$ cat src/rtl/ext_mem_bus_arb.sv
// Two-port arbiter and SETUP/STROBE/HOLD sequencer for the external asynchronous memory bus.
// Define ARB_RR_EN for round-robin arbitration; by default port 0 has fixed priority.
module ext_mem_bus_arb #(
  parameter int unsigned pWS     = 2,
  parameter bit          pRstGnt = 1'b1
) (
  input  logic        Clk,
  input  logic        Rst,
  input  logic        Req0,
  input  logic        WE0,
  input  logic [16:0] Addr0,
  input  logic [7:0]  WDat0,
  output logic        Ack0,
  output logic [7:0]  RDat0,
  input  logic        Req1,
  input  logic        WE1,
  input  logic [16:0] Addr1,
  input  logic [7:0]  WDat1,
  output logic        Ack1,
  output logic [7:0]  RDat1,
  output logic        nCE0,
  output logic        nOE,
  output logic        nWE,
  output logic        XA0,
  output logic [15:0] A,
  output logic [7:0]  DB_O,
  output logic        DB_OE,
  input  logic [7:0]  DB_I,
  output logic        Busy
);

  localparam logic [3:0] WsLoad = 4'(pWS);

  typedef enum logic [1:0] {
    IDLE   = 2'd0,
    SETUP  = 2'd1,
    STROBE = 2'd2,
    HOLD   = 2'd3
  } state_t;

  state_t      state_q, state_d;
  logic [3:0]  cnt_q, cnt_d;
  logic        gnt_q, gnt_d;
  logic        we_q, we_d;
  logic [16:0] addr_q, addr_d;
  logic [7:0]  dbO_q, dbO_d;
  logic        dbOE_q, dbOE_d;
  logic        nCE0_q, nCE0_d;
  logic        nOE_q, nOE_d;
  logic        nWE_q, nWE_d;
  logic        ack0_q, ack0_d;
  logic        ack1_q, ack1_d;
  logic [7:0]  rDat0_q, rDat0_d;
  logic [7:0]  rDat1_q, rDat1_d;
`ifdef ARB_RR_EN
  logic        lastGnt_q, lastGnt_d;
`endif

  logic        reqAny;
  logic        gntSel;
  logic        selWe;
  logic [16:0] selAddr;
  logic [7:0]  selWDat;
  logic        capture;

  // Arbitration: gntSel is the index of the port that wins this IDLE cycle.
  always_comb begin
    reqAny = Req0 | Req1;
`ifdef ARB_RR_EN
    gntSel = (Req0 && Req1) ? ~lastGnt_q : ~Req0;
`else
    gntSel = ~Req0;
`endif
    selWe   = gntSel ? WE1   : WE0;
    selAddr = gntSel ? Addr1 : Addr0;
    selWDat = gntSel ? WDat1 : WDat0;
  end

  // Access sequencing and the wait-state counter.
  always_comb begin
    state_d = state_q;
    cnt_d   = cnt_q;
    gnt_d   = gnt_q;
    we_d    = we_q;
    addr_d  = addr_q;
    dbO_d   = dbO_q;
`ifdef ARB_RR_EN
    lastGnt_d = lastGnt_q;
`endif
    unique case (state_q)
      IDLE: begin
        if (reqAny) begin
          state_d = SETUP;
          gnt_d   = gntSel;
          we_d    = selWe;
          addr_d  = selAddr;
          if (selWe) begin
            dbO_d = selWDat;
          end
`ifdef ARB_RR_EN
          lastGnt_d = gntSel;
`endif
        end
      end
      SETUP: begin
        state_d = STROBE;
        cnt_d   = WsLoad;
      end
      STROBE: begin
        if (cnt_q == 4'd0) begin
          state_d = HOLD;
        end else begin
          cnt_d = cnt_q - 4'd1;
        end
      end
      HOLD: begin
        state_d = IDLE;
      end
      default: begin
        state_d = IDLE;
      end
    endcase
  end

  // Bus outputs are registered, so they are derived from the state being entered.
  always_comb begin
    nCE0_d  = (state_d == IDLE);
    nOE_d   = !((state_d == STROBE) && !we_d);
    nWE_d   = !((state_d == STROBE) && we_d);
    dbOE_d  = (state_d != IDLE) && we_d;
    ack0_d  = (state_d == HOLD) && !gnt_d;
    ack1_d  = (state_d == HOLD) && gnt_d;
    capture = (state_q == STROBE) && (state_d == HOLD) && !we_q;
    rDat0_d = (capture && !gnt_q) ? DB_I : rDat0_q;
    rDat1_d = (capture && gnt_q)  ? DB_I : rDat1_q;
  end

  // Synchronous reset drops every strobe on the next edge and discards any access in flight.
  always_ff @(posedge Clk) begin
    if (Rst) begin
      state_q <= IDLE;
      cnt_q   <= 4'd0;
      gnt_q   <= 1'b0;
      we_q    <= 1'b0;
      addr_q  <= 17'd0;
      dbO_q   <= 8'd0;
      dbOE_q  <= 1'b0;
      nCE0_q  <= 1'b1;
      nOE_q   <= 1'b1;
      nWE_q   <= 1'b1;
      ack0_q  <= 1'b0;
      ack1_q  <= 1'b0;
      rDat0_q <= 8'd0;
      rDat1_q <= 8'd0;
`ifdef ARB_RR_EN
      lastGnt_q <= pRstGnt;
`endif
    end else begin
      state_q <= state_d;
      cnt_q   <= cnt_d;
      gnt_q   <= gnt_d;
      we_q    <= we_d;
      addr_q  <= addr_d;
      dbO_q   <= dbO_d;
      dbOE_q  <= dbOE_d;
      nCE0_q  <= nCE0_d;
      nOE_q   <= nOE_d;
      nWE_q   <= nWE_d;
      ack0_q  <= ack0_d;
      ack1_q  <= ack1_d;
      rDat0_q <= rDat0_d;
      rDat1_q <= rDat1_d;
`ifdef ARB_RR_EN
      lastGnt_q <= lastGnt_d;
`endif
    end
  end

  assign nCE0  = nCE0_q;
  assign nOE   = nOE_q;
  assign nWE   = nWE_q;
  assign XA0   = addr_q[16];
  assign A     = addr_q[15:0];
  assign DB_O  = dbO_q;
  assign DB_OE = dbOE_q;
  assign Ack0  = ack0_q;
  assign Ack1  = ack1_q;
  assign RDat0 = rDat0_q;
  assign RDat1 = rDat1_q;
  assign Busy  = (state_q != IDLE);

endmodule

$ cat config.mk
export PLATFORM = sky130hd
export DESIGN_NAME = ext_mem_bus_arb
export DESIGN_NICKNAME = d
export VERILOG_FILES = /design/src/rtl/ext_mem_bus_arb.sv
export SDC_FILE = /design/constraint.sdc
export NUM_CORES = 1
export LEC_CHECK = 0
export CAP_MARGIN = 10
export CORE_ASPECT_RATIO = 1.5
export CORE_MARGIN = 8
export CORE_UTILIZATION = 44
export CTS_CLUSTER_DIAMETER = 40
export CTS_CLUSTER_SIZE = 20
export DETAILED_ROUTE_END_ITERATION = 8
export MAX_ROUTING_LAYER = met4
export PLACE_DENSITY = 0.84
export SLEW_MARGIN = 10
export SYNTH_ARGS = -nofsm -noshare
export SYNTH_HDL_FRONTEND = slang
export SYNTH_SLANG_ARGS = --single-unit
$ cat constraint.sdc
create_clock -name Clk -period 5.1 [get_ports Clk]
set_clock_uncertainty 0.2 [all_clocks]
set_input_delay 0.51 -clock Clk [delete_from_list [all_inputs] [get_ports Clk]]
set_output_delay 0.51 -clock Clk [all_outputs]
set_load 0.1 [all_outputs]
==> summary.txt <==
Outcome
  – Status: complete, no violations

Floorplanning
  – Die span in x: 76.83 um
  – DIE HEIGHT: 107.2 um
  – Placement row count: 33
  – Initial core utilization: 45.15%
  – # IOs: 112
  – Die area: 0.008240 mm2
  – Core area: 0.005409 mm2

Final layout
  – N_diodes: 0
  – Filler cell count: ~450
  – Area of the multi-input gates: 0.001227 mm2
  – Share of cells above drive strength 1: 4.956%
  – Post-layout net count: 412
  – Reg area: roughly 0.0011 mm2
  – Commonest non-fill, non-tap cells in the layout: clkdlybuf4s50_1 (110), dfxtp_1 (55), mux2i_1 (41), a211oi_1 (27), nand2b_1 (25)
  – Commonest non-fill, non-tap cell in the layout: clkdlybuf4s50_1
  – Non-Filler Instances: slightly above 400
  – Area Overhead vs Synth: 49.18%

Power and ir drop
  – Clock group share of total power: 11.5%
  – Cell-internal power: 993.8 uW
  – Combinational share of power: 60.9%
  – Power, Total: 2154 uW
  – Switching Power: 1160 uW
  – Switch share: 53.85%
  – Power share of the sequential group: 27.6%
  – Peak supply drop: 0.0003392 V
  – Leakage power: 0.001430 uW
  – Power Dens Cells: 591.1 mW/mm2

Detailed routing
  – Wire length per cell: 15.50 um
  – DRT iter0 DRCs: between 60 and 70
  – Detail Route Antenna Nets: 0
  – Residual DRC: 0
  – Drt first pass iters: 6
  – DR vias: around 2100
  – Wirelength, routed: between 6000 and 7000 um
  – Number of vias per cell: 5.109

Synth
  – Post-synthesis register bit count: 55
  – Synth Area per Inst: ~10 um2
  – Cell Area, Synth: 0.002442 mm2
  – Yosys warns: 0
  – Ranking of synthesized cells by area: dfxtp_1 (45%), mux2i_1 (17%), a211oi_1 (8.3%)
  – Cell taking the most area after synthesis: dfxtp_1
  – Largest family of logic cells by synthesized area: simple AND/OR/NAND/NOR gates
  – Synth Area in Compound Gates: 12.81%
  – Synthesized instance count: 244
  – Post-synthesis xor/xnor area fraction: 0%
  – Top cell type's share of synthesized area: approximately 45%
  – Fraction of synthesized area in multiplexers: 16.80%
  – Register area share after synthesis: between 40 and 50%
  – Synthesized Nets: 313
  – Adder-Cell Fraction of Synth Area: 2.561%
  – Post-synthesis cell type count: 35
  – Simple-gate portion of the synthesized area: a little under a fifth

Clock tree
  – Clk root buf: clkbuf_8
  – Hold_buf cts: 0
  – Sink Count: 55
  – CTS Buf Count: 5
  – Gates resized, CTS repair: 0
  – CTS tree: yes
  – Max H-tree Level: 2
  – Clk slew on worst S/H paths: 0.09 ns
  – Longest Clk Path Bufs: 2
  – Latest clock arrival within the worst-skew pair: roughly 0.3 ns
  – Postcts setup bufs: 0

STA
  – Slew headroom: between 30% and 40%
  – WHS: 0.2821 ns
  – # setup viols final: 0
  – RSZ-0062 raised after global routing: false
  – Final Max Tran Viols: 0
  – Fmax: 329.3 MHz
  – Setup TNS: 0 ns
  – Final min period: 3.037 ns
  – Worst-margin pin slew: 1.029 ns
  – Hold Vio Cnt, Final: 0
  – Final worst-path cycle share: 59.55%

Worst setup path
  – Critical Path Most Common Cell: inv_1
  – Crit-path slowest cell: clkdlybuf4s50_1
  – Kind of end point of the critical path: primary output
  – CP Cell Sequence: inv_1, ha_1, inv_1, clkdlybuf4s50_1
  – WS Path Type: flop to primary output
  – Worst R2R Path Depth: 5
  – Critical path buffers and inverters: 3
  – Largest delay share family, worst path: buffers and inverters
  – Arr. time, crit path: 2.33 ns
  – Max FO, Critical Path: 10
  – Critical path depth in cells: 4
  – Crit path required time: 4.39 ns
  – Crit-path max cell delay: 1.15 ns
  – Crit start category: flop

Global route
  – Total GRT Usage: between 10% and 20%
  – Initial antenna violation count: 0
  – Global-route wire length before repair: 10400 um
  – GRT Residual Overflow: 0
  – Largest net degree at the start of global routing: 64
  – Vias in the first global route: 2294

Min path
  – Hold Path Depth: 2
  – HP Class: flop to flop

Place
  – GP Congestion: 0.7885
  – Hpwl dp: 5052 um
  – DP Cell Count: around 410
  – Port bufs: between 100 and 150

Job
  – Max Cap Violations: 0
tightest hold or removal path, stage by stage, from the launching register on:
cell and delay, ns:
dfxtp_1 0.32, nand2b_1 0.06, mux2i_1 0.06
Yosys cell counts (all sizes together):
| library cell | n |
|---|---|
| nand4b | 1 |
| inv | 6 |
| nor4 | 1 |
| o21ai | 2 |
| nor4bb | 1 |
| nor4b | 1 |
| nand2b | 25 |
| a31oi | 1 |
| nor3 | 8 |
| buf | 8 |
| nor2 | 22 |
| o21a | 2 |
| or4b | 3 |
| clkbuf | 12 |
| ha | 5 |
| a21o | 1 |
| o211a | 1 |
| a21oi | 5 |
| and3 | 1 |
| o31ai | 1 |
| nor3b | 1 |
| nor2b | 2 |
| nand3 | 3 |
| mux2i | 41 |
| or3 | 1 |
| o211ai | 1 |
| and4b | 2 |
| or2 | 2 |
| dfxtp | 55 |
| a211oi | 27 |
| o221ai | 1 |
| or3b | 1 |
kinds of logic (layout without fill, tap and decap cells):
logic type               after synthesis  count (layout)
AND/OR/NAND/NOR                       75              75
AO/OA/AOI/OAI                         42              42
adder cells (fa/ha/maj)                5               5
flip-flops                            55              55
multiplexers                          41              41
buffers and inverters                 26             125
sequential cells by signal, summed over array words and instances, names as in the netlist, 2 cells and up:
register	count
DB_O	8
RDat1	8
RDat0	8
state_q	2
addr_q	17
cnt_q	4
power groups by stage:
stage	Sequential [uW]	Combinational (uW)	Clock, uW
after CTS	596	1320	256
after global routing	609	1380	275
after detailed placement	604	1310	0
final	595	1310	247
after global placement	602	1300	0
after floorplan	1220	395	0
final timing paths:
check | from | endpoint | slack [ns]
hold / removal | RDat1[6] | RDat1[6] | 0.28
setup reg to reg | state_q[0] | addr_q[0] | 2.81
setup / recovery | state_q[0] | Busy | 2.06
hold reg to reg | RDat1[6] | RDat1[6] | 0.28
final cells by class:
class                           instances  share of cell area (%)
Tap cell                               70                   2.404
Sequential cell                        55                   30.22
Timing Repair Buffer                  112                   30.56
Clock buffer                            6                   2.266
Inverter                                6                  0.6181
Clock inverter                          1                  0.2404
Multi-Input combinational cell        163                   33.69
routing by layer:
metal	share of wire, %	GRT usage [%]
met5	0	-
met4	1.6	5.663
met3	9.1	6.951
met2	48	25.90
met1	41	16.59
metrics by stage:
stage | worst slack [ns] | cell area [um2] | utilization (%)
4_1_cts | 2.062 | 3643 | 67.36
5_1_grt | 1.966 | 3643 | 67.36
6_report | 2.063 | 3643 | 67.36
3_5_place_dp | 1.872 | 3552 | 65.67
3_3_place_gp | 1.966 | 3552 | 65.67
2_1_floorplan | 3.061 | 2442 | -
Power figures use the tool's default switching activity.
